**src/rtl/punc_control_if.sv**
```systemverilog
// rtl/punc_control_if.sv - PUnC controller/datapath control bundle
//
// Groups every signal exchanged between punc_control and the PUnC datapath.
//   master : the controller (reads ir and flags, drives every control)
//   slave  : the datapath  (drives ir and flags, consumes every control)
// Signals:
//   ir[15:0]         instruction register contents
//   N, Z, P          condition flags
//   MUX_input[1:0]   memory read address: 00 pc, 10 EA, 11 Mem_store
//   PCMUX[1:0]       00 pc<=EA, 01 pc<=pc+1, 11 hold
//   pcld, pcclr      pc load (unused, 0) / pc clear
//   MUX[1:0]         register write data: 00 ALU, 01 memory, 10 pc
//   MUX_w_addr       memory write address: 0 EA, 1 Mem_store
//   mem_en, irld     memory write enable / IR load
//   reg_w_addr[2:0]  register write address, reg_w_en its enable
//   regIn1, regIn2   register read addresses
//   regIn3[15:0]     sign-extended immediate
//   reg_chk1/2       ALU operand selects
//   ALU_Cur[3:0]     0001 add, 0010 and, 0100 pass A, 1000 not A
//   cond_chk/cond_en flag source select / flag update
//   halted, state_dbg[2:0]  status
interface punc_control_if;
    logic [15:0] ir;
    logic        N;
    logic        Z;
    logic        P;
    logic [1:0]  MUX_input;
    logic [1:0]  PCMUX;
    logic        pcld;
    logic        pcclr;
    logic [1:0]  MUX;
    logic        MUX_w_addr;
    logic        mem_en;
    logic        irld;
    logic [2:0]  reg_w_addr;
    logic        reg_w_en;
    logic [2:0]  regIn1;
    logic [2:0]  regIn2;
    logic [15:0] regIn3;
    logic        reg_chk1;
    logic        reg_chk2;
    logic [3:0]  ALU_Cur;
    logic        cond_chk;
    logic        cond_en;
    logic        halted;
    logic [2:0]  state_dbg;

    modport master (
        input  ir, N, Z, P,
        output MUX_input, PCMUX, pcld, pcclr, MUX, MUX_w_addr, mem_en, irld,
               reg_w_addr, reg_w_en, regIn1, regIn2, regIn3, reg_chk1,
               reg_chk2, ALU_Cur, cond_chk, cond_en, halted, state_dbg
    );

    modport slave (
        output ir, N, Z, P,
        input  MUX_input, PCMUX, pcld, pcclr, MUX, MUX_w_addr, mem_en, irld,
               reg_w_addr, reg_w_en, regIn1, regIn2, regIn3, reg_chk1,
               reg_chk2, ALU_Cur, cond_chk, cond_en, halted, state_dbg
    );
endinterface

```
**src/rtl/punc_control.sv**
```systemverilog
// rtl/punc_control.sv - PUnC LC3 multi-cycle instruction sequencer
//
// Steps the datapath through FETCH, DECODE, EXEC (and MEM1 for LDI/STI)
// for one instruction at a time, and parks in HALT on the halt opcode.
// The state register is the only flop; every control output is decoded
// combinationally from state, ir and the N/Z/P flags.
// Ports:
//   clk  system clock
//   rst  asynchronous active-low reset (forces FETCH, asserts pcclr)
//   bus  punc_control_if.master - ir/flags in, all datapath controls out
// Parameter:
//   HALT_OPCODE  opcode that enters HALT (TRAP by default)
module punc_control #(
    parameter logic [3:0] HALT_OPCODE = 4'b1111
) (
    input  logic clk,
    input  logic rst,
    punc_control_if.master bus
);

    typedef enum logic [2:0] {
        S_FETCH  = 3'b000,
        S_DECODE = 3'b001,
        S_EXEC   = 3'b010,
        S_MEM1   = 3'b011,
        S_HALT   = 3'b100
    } state_t;

    localparam logic [3:0] OP_BR  = 4'b0000;
    localparam logic [3:0] OP_ADD = 4'b0001;
    localparam logic [3:0] OP_LD  = 4'b0010;
    localparam logic [3:0] OP_ST  = 4'b0011;
    localparam logic [3:0] OP_JSR = 4'b0100;
    localparam logic [3:0] OP_AND = 4'b0101;
    localparam logic [3:0] OP_LDR = 4'b0110;
    localparam logic [3:0] OP_STR = 4'b0111;
    localparam logic [3:0] OP_NOT = 4'b1001;
    localparam logic [3:0] OP_LDI = 4'b1010;
    localparam logic [3:0] OP_STI = 4'b1011;
    localparam logic [3:0] OP_JMP = 4'b1100;
    localparam logic [3:0] OP_LEA = 4'b1110;

    localparam logic [3:0] ALU_ADD  = 4'b0001;
    localparam logic [3:0] ALU_AND  = 4'b0010;
    localparam logic [3:0] ALU_PASS = 4'b0100;
    localparam logic [3:0] ALU_NOT  = 4'b1000;

    state_t      state;
    logic [3:0]  opcode;
    logic [2:0]  dr;
    logic [2:0]  sr1;
    logic [15:0] imm5;
    logic [15:0] off6;
    logic [15:0] off9;
    logic [15:0] off11;
    logic        br_taken;

    assign opcode = bus.ir[15:12];
    assign dr     = bus.ir[11:9];
    assign sr1    = bus.ir[8:6];
    assign imm5   = {{11{bus.ir[4]}},  bus.ir[4:0]};
    assign off6   = {{10{bus.ir[5]}},  bus.ir[5:0]};
    assign off9   = {{7{bus.ir[8]}},   bus.ir[8:0]};
    assign off11  = {{5{bus.ir[10]}},  bus.ir[10:0]};
    assign br_taken = (bus.ir[11] & bus.N) | (bus.ir[10] & bus.Z) | (bus.ir[9] & bus.P);

    assign bus.state_dbg = state;

    always_ff @(posedge clk or negedge rst) begin
        if (!rst) begin
            state <= S_FETCH;
        end else begin
            case (state)
                S_FETCH:  state <= S_DECODE;
                S_DECODE: state <= (opcode == HALT_OPCODE) ? S_HALT : S_EXEC;
                S_EXEC:   state <= (opcode == OP_LDI || opcode == OP_STI) ? S_MEM1 : S_FETCH;
                S_MEM1:   state <= S_FETCH;
                S_HALT:   state <= S_HALT;
                default:  state <= S_FETCH;
            endcase
        end
    end

    always_comb begin
        bus.MUX_input  = 2'b00;
        bus.PCMUX      = 2'b11;
        bus.pcld       = 1'b0;
        bus.pcclr      = 1'b0;
        bus.MUX        = 2'b00;
        bus.MUX_w_addr = 1'b0;
        bus.mem_en     = 1'b0;
        bus.irld       = 1'b0;
        bus.reg_w_addr = 3'd0;
        bus.reg_w_en   = 1'b0;
        bus.regIn1     = 3'd0;
        bus.regIn2     = 3'd0;
        bus.regIn3     = 16'h0000;
        bus.reg_chk1   = 1'b0;
        bus.reg_chk2   = 1'b0;
        bus.ALU_Cur    = ALU_PASS;
        bus.cond_chk   = 1'b0;
        bus.cond_en    = 1'b0;
        bus.halted     = 1'b0;

        if (!rst) begin
            // Outputs are gated in reset so an aborted instruction can't write.
            bus.pcclr = 1'b1;
        end else begin
            case (state)
                S_FETCH: begin
                    bus.MUX_input = 2'b00;
                    bus.irld      = 1'b1;
                    bus.PCMUX     = 2'b01;
                end

                // EA is formed here and latched by the datapath into PCoffsetSum.
                S_DECODE: begin
                    bus.reg_chk1 = 1'b0;
                    bus.reg_chk2 = 1'b0;
                    bus.ALU_Cur  = ALU_ADD;
                    bus.regIn3   = off9;
                    case (opcode)
                        OP_JSR: begin
                            if (bus.ir[11]) begin
                                bus.regIn3 = off11;
                            end else begin
                                bus.reg_chk1 = 1'b1;
                                bus.regIn1   = sr1;
                                bus.ALU_Cur  = ALU_PASS;
                            end
                        end
                        OP_LDR, OP_STR: begin
                            bus.reg_chk1 = 1'b1;
                            bus.regIn1   = sr1;
                            bus.regIn3   = off6;
                        end
                        OP_JMP: begin
                            bus.reg_chk1 = 1'b1;
                            bus.regIn1   = sr1;
                            bus.ALU_Cur  = ALU_PASS;
                        end
                        default: ;
                    endcase
                end

                S_EXEC: begin
                    case (opcode)
                        OP_ADD, OP_AND, OP_NOT: begin
                            bus.regIn1   = sr1;
                            bus.reg_chk1 = 1'b1;
                            if (bus.ir[5]) begin
                                bus.reg_chk2 = 1'b0;
                                bus.regIn3   = imm5;
                            end else begin
                                bus.reg_chk2 = 1'b1;
                                bus.regIn2   = bus.ir[2:0];
                            end
                            bus.ALU_Cur    = (opcode == OP_ADD) ? ALU_ADD :
                                             (opcode == OP_AND) ? ALU_AND : ALU_NOT;
                            bus.MUX        = 2'b00;
                            bus.reg_w_addr = dr;
                            bus.reg_w_en   = 1'b1;
                            bus.cond_chk   = 1'b1;
                            bus.cond_en    = 1'b1;
                        end
                        OP_BR: begin
                            bus.PCMUX = br_taken ? 2'b00 : 2'b11;
                        end
                        OP_JMP: begin
                            bus.PCMUX = 2'b00;
                        end
                        // pc still holds the return address until this edge.
                        OP_JSR: begin
                            bus.MUX        = 2'b10;
                            bus.reg_w_addr = 3'd7;
                            bus.reg_w_en   = 1'b1;
                            bus.PCMUX      = 2'b00;
                        end
                        OP_LEA: begin
                            bus.reg_chk1   = 1'b0;
                            bus.reg_chk2   = 1'b0;
                            bus.ALU_Cur    = ALU_ADD;
                            bus.regIn3     = off9;
                            bus.MUX        = 2'b00;
                            bus.reg_w_addr = dr;
                            bus.reg_w_en   = 1'b1;
                            bus.cond_chk   = 1'b1;
                            bus.cond_en    = 1'b1;
                        end
                        OP_LD, OP_LDR: begin
                            bus.MUX_input  = 2'b10;
                            bus.MUX        = 2'b01;
                            bus.reg_w_addr = dr;
                            bus.reg_w_en   = 1'b1;
                            bus.cond_chk   = 1'b0;
                            bus.cond_en    = 1'b1;
                        end
                        OP_ST, OP_STR: begin
                            bus.MUX_w_addr = 1'b0;
                            bus.reg_chk2   = 1'b1;
                            bus.regIn2     = dr;
                            bus.mem_en     = 1'b1;
                        end
                        // Pointer fetch: Mem_store captures mem[EA] for MEM1.
                        OP_LDI, OP_STI: begin
                            bus.MUX_input = 2'b10;
                        end
                        default: ;
                    endcase
                end

                S_MEM1: begin
                    if (opcode == OP_LDI) begin
                        bus.MUX_input  = 2'b11;
                        bus.MUX        = 2'b01;
                        bus.reg_w_addr = dr;
                        bus.reg_w_en   = 1'b1;
                        bus.cond_chk   = 1'b0;
                        bus.cond_en    = 1'b1;
                    end else if (opcode == OP_STI) begin
                        bus.MUX_w_addr = 1'b1;
                        bus.reg_chk2   = 1'b1;
                        bus.regIn2     = dr;
                        bus.mem_en     = 1'b1;
                    end
                end

                S_HALT: begin
                    bus.halted = 1'b1;
                end

                default: ;
            endcase
        end
    end

endmodule
```
**src/flat_wrapper.sv**
```systemverilog
// flat-port wrapper written by rule: the top's interface ports become plain ports
module punc_control_flat 
#(
    parameter logic [3:0] HALT_OPCODE = 4'b1111
)
  (clk, rst, bus_ir, bus_N, bus_Z, bus_P, bus_MUX_input, bus_PCMUX, bus_pcld, bus_pcclr, bus_MUX, bus_MUX_w_addr, bus_mem_en, bus_irld, bus_reg_w_addr, bus_reg_w_en, bus_regIn1, bus_regIn2, bus_regIn3, bus_reg_chk1, bus_reg_chk2, bus_ALU_Cur, bus_cond_chk, bus_cond_en, bus_halted, bus_state_dbg);
  punc_control_if bus_i ();
  input  logic clk;
  input  logic rst;
  input wire logic [$bits(bus_i.ir)-1:0] bus_ir;
  input wire logic [$bits(bus_i.N)-1:0] bus_N;
  input wire logic [$bits(bus_i.Z)-1:0] bus_Z;
  input wire logic [$bits(bus_i.P)-1:0] bus_P;
  output wire logic [$bits(bus_i.MUX_input)-1:0] bus_MUX_input;
  output wire logic [$bits(bus_i.PCMUX)-1:0] bus_PCMUX;
  output wire logic [$bits(bus_i.pcld)-1:0] bus_pcld;
  output wire logic [$bits(bus_i.pcclr)-1:0] bus_pcclr;
  output wire logic [$bits(bus_i.MUX)-1:0] bus_MUX;
  output wire logic [$bits(bus_i.MUX_w_addr)-1:0] bus_MUX_w_addr;
  output wire logic [$bits(bus_i.mem_en)-1:0] bus_mem_en;
  output wire logic [$bits(bus_i.irld)-1:0] bus_irld;
  output wire logic [$bits(bus_i.reg_w_addr)-1:0] bus_reg_w_addr;
  output wire logic [$bits(bus_i.reg_w_en)-1:0] bus_reg_w_en;
  output wire logic [$bits(bus_i.regIn1)-1:0] bus_regIn1;
  output wire logic [$bits(bus_i.regIn2)-1:0] bus_regIn2;
  output wire logic [$bits(bus_i.regIn3)-1:0] bus_regIn3;
  output wire logic [$bits(bus_i.reg_chk1)-1:0] bus_reg_chk1;
  output wire logic [$bits(bus_i.reg_chk2)-1:0] bus_reg_chk2;
  output wire logic [$bits(bus_i.ALU_Cur)-1:0] bus_ALU_Cur;
  output wire logic [$bits(bus_i.cond_chk)-1:0] bus_cond_chk;
  output wire logic [$bits(bus_i.cond_en)-1:0] bus_cond_en;
  output wire logic [$bits(bus_i.halted)-1:0] bus_halted;
  output wire logic [$bits(bus_i.state_dbg)-1:0] bus_state_dbg;
  assign bus_i.ir = bus_ir;
  assign bus_i.N = bus_N;
  assign bus_i.Z = bus_Z;
  assign bus_i.P = bus_P;
  assign bus_MUX_input = bus_i.MUX_input;
  assign bus_PCMUX = bus_i.PCMUX;
  assign bus_pcld = bus_i.pcld;
  assign bus_pcclr = bus_i.pcclr;
  assign bus_MUX = bus_i.MUX;
  assign bus_MUX_w_addr = bus_i.MUX_w_addr;
  assign bus_mem_en = bus_i.mem_en;
  assign bus_irld = bus_i.irld;
  assign bus_reg_w_addr = bus_i.reg_w_addr;
  assign bus_reg_w_en = bus_i.reg_w_en;
  assign bus_regIn1 = bus_i.regIn1;
  assign bus_regIn2 = bus_i.regIn2;
  assign bus_regIn3 = bus_i.regIn3;
  assign bus_reg_chk1 = bus_i.reg_chk1;
  assign bus_reg_chk2 = bus_i.reg_chk2;
  assign bus_ALU_Cur = bus_i.ALU_Cur;
  assign bus_cond_chk = bus_i.cond_chk;
  assign bus_cond_en = bus_i.cond_en;
  assign bus_halted = bus_i.halted;
  assign bus_state_dbg = bus_i.state_dbg;
  punc_control #(.HALT_OPCODE(HALT_OPCODE)) u_core (.clk(clk), .rst(rst), .bus(bus_i));
endmodule
```
**config.mk**
```make
export PLATFORM = sky130hd
export DESIGN_NAME = punc_control_flat
export DESIGN_NICKNAME = d
export VERILOG_FILES = /design/src/rtl/punc_control_if.sv /design/src/rtl/punc_control.sv /design/src/flat_wrapper.sv
export SDC_FILE = /design/constraint.sdc
export NUM_CORES = 1
export LEC_CHECK = 0
export CAP_MARGIN = 10
export CORE_MARGIN = 3
export CORE_UTILIZATION = 34
export CTS_CLUSTER_DIAMETER = 40
export DETAILED_ROUTE_END_ITERATION = 6
export PLACE_DENSITY = 0.8
export SETUP_SLACK_MARGIN = 0.05
export SLEW_MARGIN = 15
export SYNTH_ARGS = -nofsm -noshare
export SYNTH_HDL_FRONTEND = slang
export SYNTH_SLANG_ARGS = --single-unit
```
**constraint.sdc**
```tcl
create_clock -name clk -period 2.45 [get_ports clk]
set_input_delay 0.49 -clock clk [delete_from_list [all_inputs] [get_ports clk]]
set_output_delay 0.49 -clock clk [all_outputs]
set_load 0.03 [all_outputs]
```
==> results of run 1 <==
==> worst reg2reg max path, delay by kind of cell (launching register included) <==
kind	cells	cell delay (ns)
and+or+nand+nor	1	0.29
AOI/OAI and AO/OA	2	0.37
DFF	1	0.39
buffers and inverters	2	0.40
==> worst min path at each step <==
stage,end,slack [ns],depth (start not counted)
after floorplan,u_core.bus.state_dbg[0],0.19,0
after global placement,u_core.bus.state_dbg[2],0.62,2
after detailed placement,u_core.bus.state_dbg[0],0.64,2
after CTS,u_core.bus.state_dbg[1],0.44,2
after global routing,u_core.bus.state_dbg[1],0.32,2
final,u_core.bus.state_dbg[1],0.30,2
==> metrics by stage <==
stage	area, sq um	worst slack [ns]
after floorplan	998	0.0270
after global placement	1900	-0.325
after detailed placement	1900	-0.364
after CTS	1980	0.0578
after global routing	2110	-0.0795
final	2110	-0.0413
==> cells in the final DEF (no fill, tap or decap), types with 4 or more instances in the layout <==
cell	instances
a21oi_1	5
a22o_1	4
and2_1	8
buf_2	4
buf_4	96
buf_6	10
clkdlybuf4s50_1	12
dlymetal6s2s_1	5
inv_1	4
nand2_1	13
nand2b_1	6
nand3_1	5
nor2_1	22
nor3_1	6
==> kinds of logic after synthesis <==
logic type,share of synthesized area
buf+inv,0.113
other cells,0.00399
compound gates,0.265
xor+xnor,0.00932
mux,0.0107
simple gates,0.518
flops,0.0799
==> cell type report <==
cell class              instances  area (sq um)
flip-flops and latches          3          75.1
inverters                       5          18.8
clock buffers                   4          26.3
well taps                      30          37.5
repair buffers                129          1050
fillers                       160           437
multi-input cells             125           901
==> synthesized netlist by cell type (all sizes together) <==
master	n
a2111oi	1
a211o	1
a211oi	1
a21oi	6
a222oi	1
a22o	4
a31oi	3
a32oi	1
and2	9
and3	2
and3b	1
buf	12
clkbuf	3
conb	1
dfrtp	3
inv	5
mux2i	1
nand2	14
nand2b	7
nand3	5
nand3b	1
nand4	2
nand4b	2
nand4bb	2
nor2	24
nor2b	3
nor3	9
nor3b	3
o211a	1
o21ai	7
o22a	1
o22ai	4
o311ai	1
o31ai	1
or2	2
or3b	1
or4	1
or4b	1
xor2	1
==> routing by layer <==
layer,track usage,share of wire
met2,0.472,0.50
met3,0.0351,0.098
met4,0.120,0.036
met5,0,0
met1,0.315,0.36
==> power groups by stage <==
stage / Sequential (mW) / Combinational (mW) / Clock (mW)
after floorplan: 0.124 / 0.527 / 0
after global placement: 0.0754 / 0.940 / 0
after detailed placement: 0.0775 / 0.960 / 0
after CTS: 0.0770 / 0.987 / 0.0899
after global routing: 0.0849 / 1.18 / 0.0924
final: 0.0849 / 1.13 / 0.0886
==> repair_timing <==
action / 4_1_cts / 5_1_grt
buffers inserted: 3 / 5
resized for setup: 29 / 23
pin swaps: 9 / 9
setup endpoints to repair: 37 / 28
==> impl_metrics.py, run 1 <==
metrics = {
    "sta": {
        "slew_viol_final": 0,
        "final.setup.tns_ns": -0.147,
        "min_period_over_period": 1.02,
        "finalHoldViolCount": 0,
        "worst_slack_ns": -0.0413,
        "finClkSkew_ns": 0.00571,
        "min_period_ns": 2.49,
        "rsz0062_at_grt": "yes",
        "setup_violations": 6,
        "fmax_mhz": 401,
        "holdWs_ns": 0.296,
    },
    "route": {
        "drtIter0Drc": 116,
        "ant_nets": 0,
        "drt-pass1-iter-count": 4,
        "routed_via_density": 5.84,
        "wire_per_inst_um": 18.6,
        "totalWireLength_mm": 5.50,
        "dr_total_vias": 1728,
        "drc": 0,
    },
    "placement": {
        "dp_hpwl_mm": 3.61,
        "placed_cells": 284,
        "gp_congestion": 0.943,
        "io_buffers": 68,
    },
    "worst_setup_path": {
        "r2r-start": "u_core.bus.state_dbg[1]",
        "cp_slowest_cell": "dfrtp_1",
        "r2r_slack_ns": 0.91,
        "rr_worst_depth": 5,
        "path_max_fanout": 15,
        "criticalPathCategory": "reg -> out",
        "cpPeakStageDelay_ns": 0.40,
        "worstPathArrival_ns": 2.00,
        "path_depth": 6,
        "critPathLaunch": "u_core.bus.state_dbg[1]",
        "critPathBufInv": 2,
        "timing.rr.end": "u_core.bus.state_dbg[1]",
        "required_ns": 1.96,
        "startpoint_type": "flop",
        "endpoint_kind": "primary output",
        "critical-path-top-delay-family": "simple AND/OR/NAND/NOR gates",
        "worstPathCellList": "buf_6 -> nor3b_4 -> nand4_1 -> a31oi_4 -> and2_1 -> buf_4",
        "crit_end": "bus_regIn1[0]",
    },
    "clock_tree": {
        "cts_num_sinks": 3,
        "cts_tree": "built",
        "cts_htree_levels": 1,
        "cts_buffers": 3,
        "clockBufferDepth": 2,
        "hold_buffers": 0,
        "clk_latency_ns": 0.24,
        "clk_pin_slew_ns": 0.04,
        "cts_root_buffer": "clkbuf_4",
    },
    "power_and_ir_drop": {
        "switching_share": 0.534,
        "p_per_area_nw_per_um2": 621,
        "clock_power_share": 0.068,
        "seqPwrFrac": 0.065,
        "vdd_drop_max_mv": 0.918,
        "total_power_mw": 1.31,
        "internal_power_mw": 0.610,
        "p_switching_mw": 0.699,
        "p_comb_frac": 0.867,
        "leakage_nw": 1.04,
    },
    "cells_and_area": {
        "area_growth_pct": 124,
        "largest_reg_flops": 3,
        "fin_cells": 296,
        "final_nets": 288,
        "n_antenna_cell": 0,
        "drive_gt1_frac": 0.515,
        "final_util": 0.828,
    },
    "logic_synthesis": {
        "synth_nets": 169,
        "avgSynthCellArea_sq_um": 6.35,
        "ys_ff_latch": 3,
        "synth_warnings": 0,
        "synth-seq-area-share": 0.0799,
        "synth.distinct_cells": 43,
        "synth_area_leaders": "nor2_1 (9.6%), dfrtp_1 (8.0%), and2_1 (6.0%), nand2_1 (5.6%), nor3_1 (4.8%)",
        "syn_inst": 148,
        "syn_area_sq_um": 940,
        "netlist.area_leader.share": 0.0959,
        "post-synth-top-area-cell": "nor2_1",
    },
    "floorplanning": {
        "dieArea_sq_um": 3430,
        "top_level_ports": 70,
        "die_w_um": 58.6,
        "core-area_sq_um": 2540,
        "initial_core_util": 0.369,
        "die_y_um": 58.6,
        "num_rows": 18,
    },
    "global_route": {
        "grt_first_pass_wirelength_mm": 7.09,
        "grt_max_degree": 16,
        "grt_pass1_vias": 1518,
        "grt.total_usage": 0.266,
        "antenna_found_initial": 0,
        "grt_overflow": 0,
    },
    "flow_run": {
        "drv_cap": 0,
    },
    "outcome": {
        "status": "complete, but fails checks",
        "violations": "setup timing",
    },
    "min_path": {
        "hold_class": "in -> async",
    },
}
(Power assumes the default switching activity.)
==> run 2: changes to the inputs <==
CORE_MARGIN = 2   (was 3)
==> impl_metrics.py, run 2 (synthesis gave the netlist of run 1 again) <==
metrics = {
    "route": {
        "totalWireLength_mm": 4.38,
        "wire_per_inst_um": 15.4,
        "drc": 0,
        "drtIter0Drc": 90,
        "ant_nets": 0,
        "routed_via_density": 5.34,
        "drt-pass1-iter-count": 4,
        "dr_total_vias": 1521,
    },
    "cells_and_area": {
        "final_nets": 276,
        "largest_reg_flops": 3,
        "final_common_cell": "buf_4",
        "drive_gt1_frac": 0.469,
        "final_util": 0.736,
        "area_growth_pct": 111,
        "n_antenna_cell": 0,
        "fin_cells": 285,
        "final_cell_mix": "buf_4 (84), nor2_1 (20), nand2_1 (14), clkdlybuf4s50_1 (12)",
    },
    "worst_setup_path": {
        "path_max_fanout": 2,
        "startpoint_type": "input port",
        "cpPeakStageDelay_ns": 0.41,
        "critical-path-top-delay-family": "compound AO/OA/AOI/OAI gates",
        "criticalPathCategory": "in -> out",
        "path_depth": 6,
        "critPathBufInv": 2,
        "rr_worst_depth": 4,
        "required_ns": 1.96,
        "worstPathCellList": "clkdlybuf4s50_1 -> a222oi_1 -> nor2_1 -> o211a_1 -> nor2_2 -> buf_6",
        "endpoint_kind": "primary output",
        "worstPathArrival_ns": 1.89,
        "cp_slowest_cell": "clkdlybuf4s50_1",
    },
    "global_route": {
        "antenna_found_initial": 0,
        "grt_pass1_vias": 1554,
        "grt_max_degree": 16,
        "grt_first_pass_wirelength_mm": 7.08,
        "grt_overflow": 0,
        "grt.total_usage": 0.278,
    },
    "floorplanning": {
        "die_w_um": 56.6,
        "initial_core_util": 0.350,
        "die_y_um": 56.6,
        "top_level_ports": 70,
        "core-area_sq_um": 2690,
        "num_rows": 19,
        "dieArea_sq_um": 3200,
    },
    "sta": {
        "holdWs_ns": 0.266,
        "min_period_ns": 2.38,
        "setup_violations": 0,
        "finalHoldViolCount": 0,
        "min_period_over_period": 0.970,
        "finClkSkew_ns": 0.00400,
        "fmax_mhz": 421,
        "slew_viol_final": 0,
        "final.setup.tns_ns": 0,
        "rsz0062_at_grt": "yes",
    },
    "outcome": {
        "status": "finished, final reports clean",
    },
    "power_and_ir_drop": {
        "p_per_area_nw_per_um2": 602,
        "leakage_nw": 0.984,
        "total_power_mw": 1.19,
        "vdd_drop_max_mv": 0.459,
    },
    "clock_tree": {
        "clockBufferDepth": 2,
        "cts_buffers": 3,
        "clk_pin_slew_ns": 0.04,
        "cts_num_sinks": 3,
        "post_cts_buffers": 0,
        "cts_htree_levels": 1,
        "clk_latency_ns": 0.24,
        "cts_tree": "built",
        "hold_buffers": 0,
        "cts_root_buffer": "clkbuf_4",
    },
    "min_path": {
        "hold_class": "in -> async",
    },
    "placement": {
        "dp_hpwl_mm": 3.51,
        "placed_cells": 281,
        "io_buffers": 68,
        "gp_congestion": 0.918,
    },
    "flow_run": {
        "drv_cap": 0,
    },
}
[run 2: worst register-to-register path: stages, from the launching register on]
cell     delay, ns
dfrtp_1       0.33
buf_4         0.23
nor3b_2       0.35
a31oi_1       0.14
o22ai_1       0.17
[run 2: cell type report]
class                           instances  area, sq um
Fill cell                             201          708
Timing Repair Buffer                  117          968
Inverter                                5         18.8
Sequential cell                         3         75.1
Multi-Input combinational cell        125          851
Clock buffer                            4         26.3
Tap cell                               31         38.8
[run 2: report_power, final]
| part | internal (mW) | switching, mW | total [mW] | leakage (nW) |
|---|---|---|---|---|
| Combinational | 0.439 | 0.584 | 1.02 | 0.930 |
| Sequential | 0.0677 | 0.00863 | 0.0763 | 0.0384 |
| Clock | 0.0613 | 0.0305 | 0.0919 | 0.0150 |
| Total | 0.568 | 0.623 | 1.19 | 0.984 |
[run 2: routing by layer]
metal | track usage | wire, um | up-vias | part of all wire
met5 | 0 | 0 | - | 0
met4 | 0.136 | 100 | 0 | 0.023
met3 | 0.0507 | 225 | 12 | 0.051
met2 | 0.468 | 2280 | 66 | 0.52
met1 | 0.336 | 1780 | 706 | 0.41
li1 | - | - | 737 | -
[run 2: timing repair]
action                                  CTS  global route
gates resized for setup                  25            15
pin swaps                                 5             7
endpoints found under the setup margin   40            32
endpoints found under the hold margin     0             0
[run 2: path summary, 6_finish.rpt]
path                                         start                       to  slack [ns]
min in group clk           u_core.bus.state_dbg[0]  u_core.bus.state_dbg[0]        0.65
setup / recovery                             bus_P             bus_PCMUX[1]        0.07
max in group asynchronous                      rst  u_core.bus.state_dbg[0]        2.09
hold / removal                                 rst  u_core.bus.state_dbg[2]        0.27
hold reg to reg            u_core.bus.state_dbg[0]  u_core.bus.state_dbg[0]        0.65
setup reg to reg           u_core.bus.state_dbg[1]  u_core.bus.state_dbg[1]        1.14
[run 2: metrics by stage]
| step | area [sq um] | worst slack, ns |
|---|---|---|
| floorplan | 998 | 0.0270 |
| global placement | 1880 | -0.197 |
| detailed placement | 1880 | -0.226 |
| CTS | 1950 | 0.0495 |
| global route | 1980 | -0.0127 |
| finish | 1980 | 0.0744 |
==> run 3: changes to the inputs <==
ABC_AREA = 0   (was not set)
==> results of run 3 <==
Same layout as run 2: the final DEF is identical, and so are final timing and power.
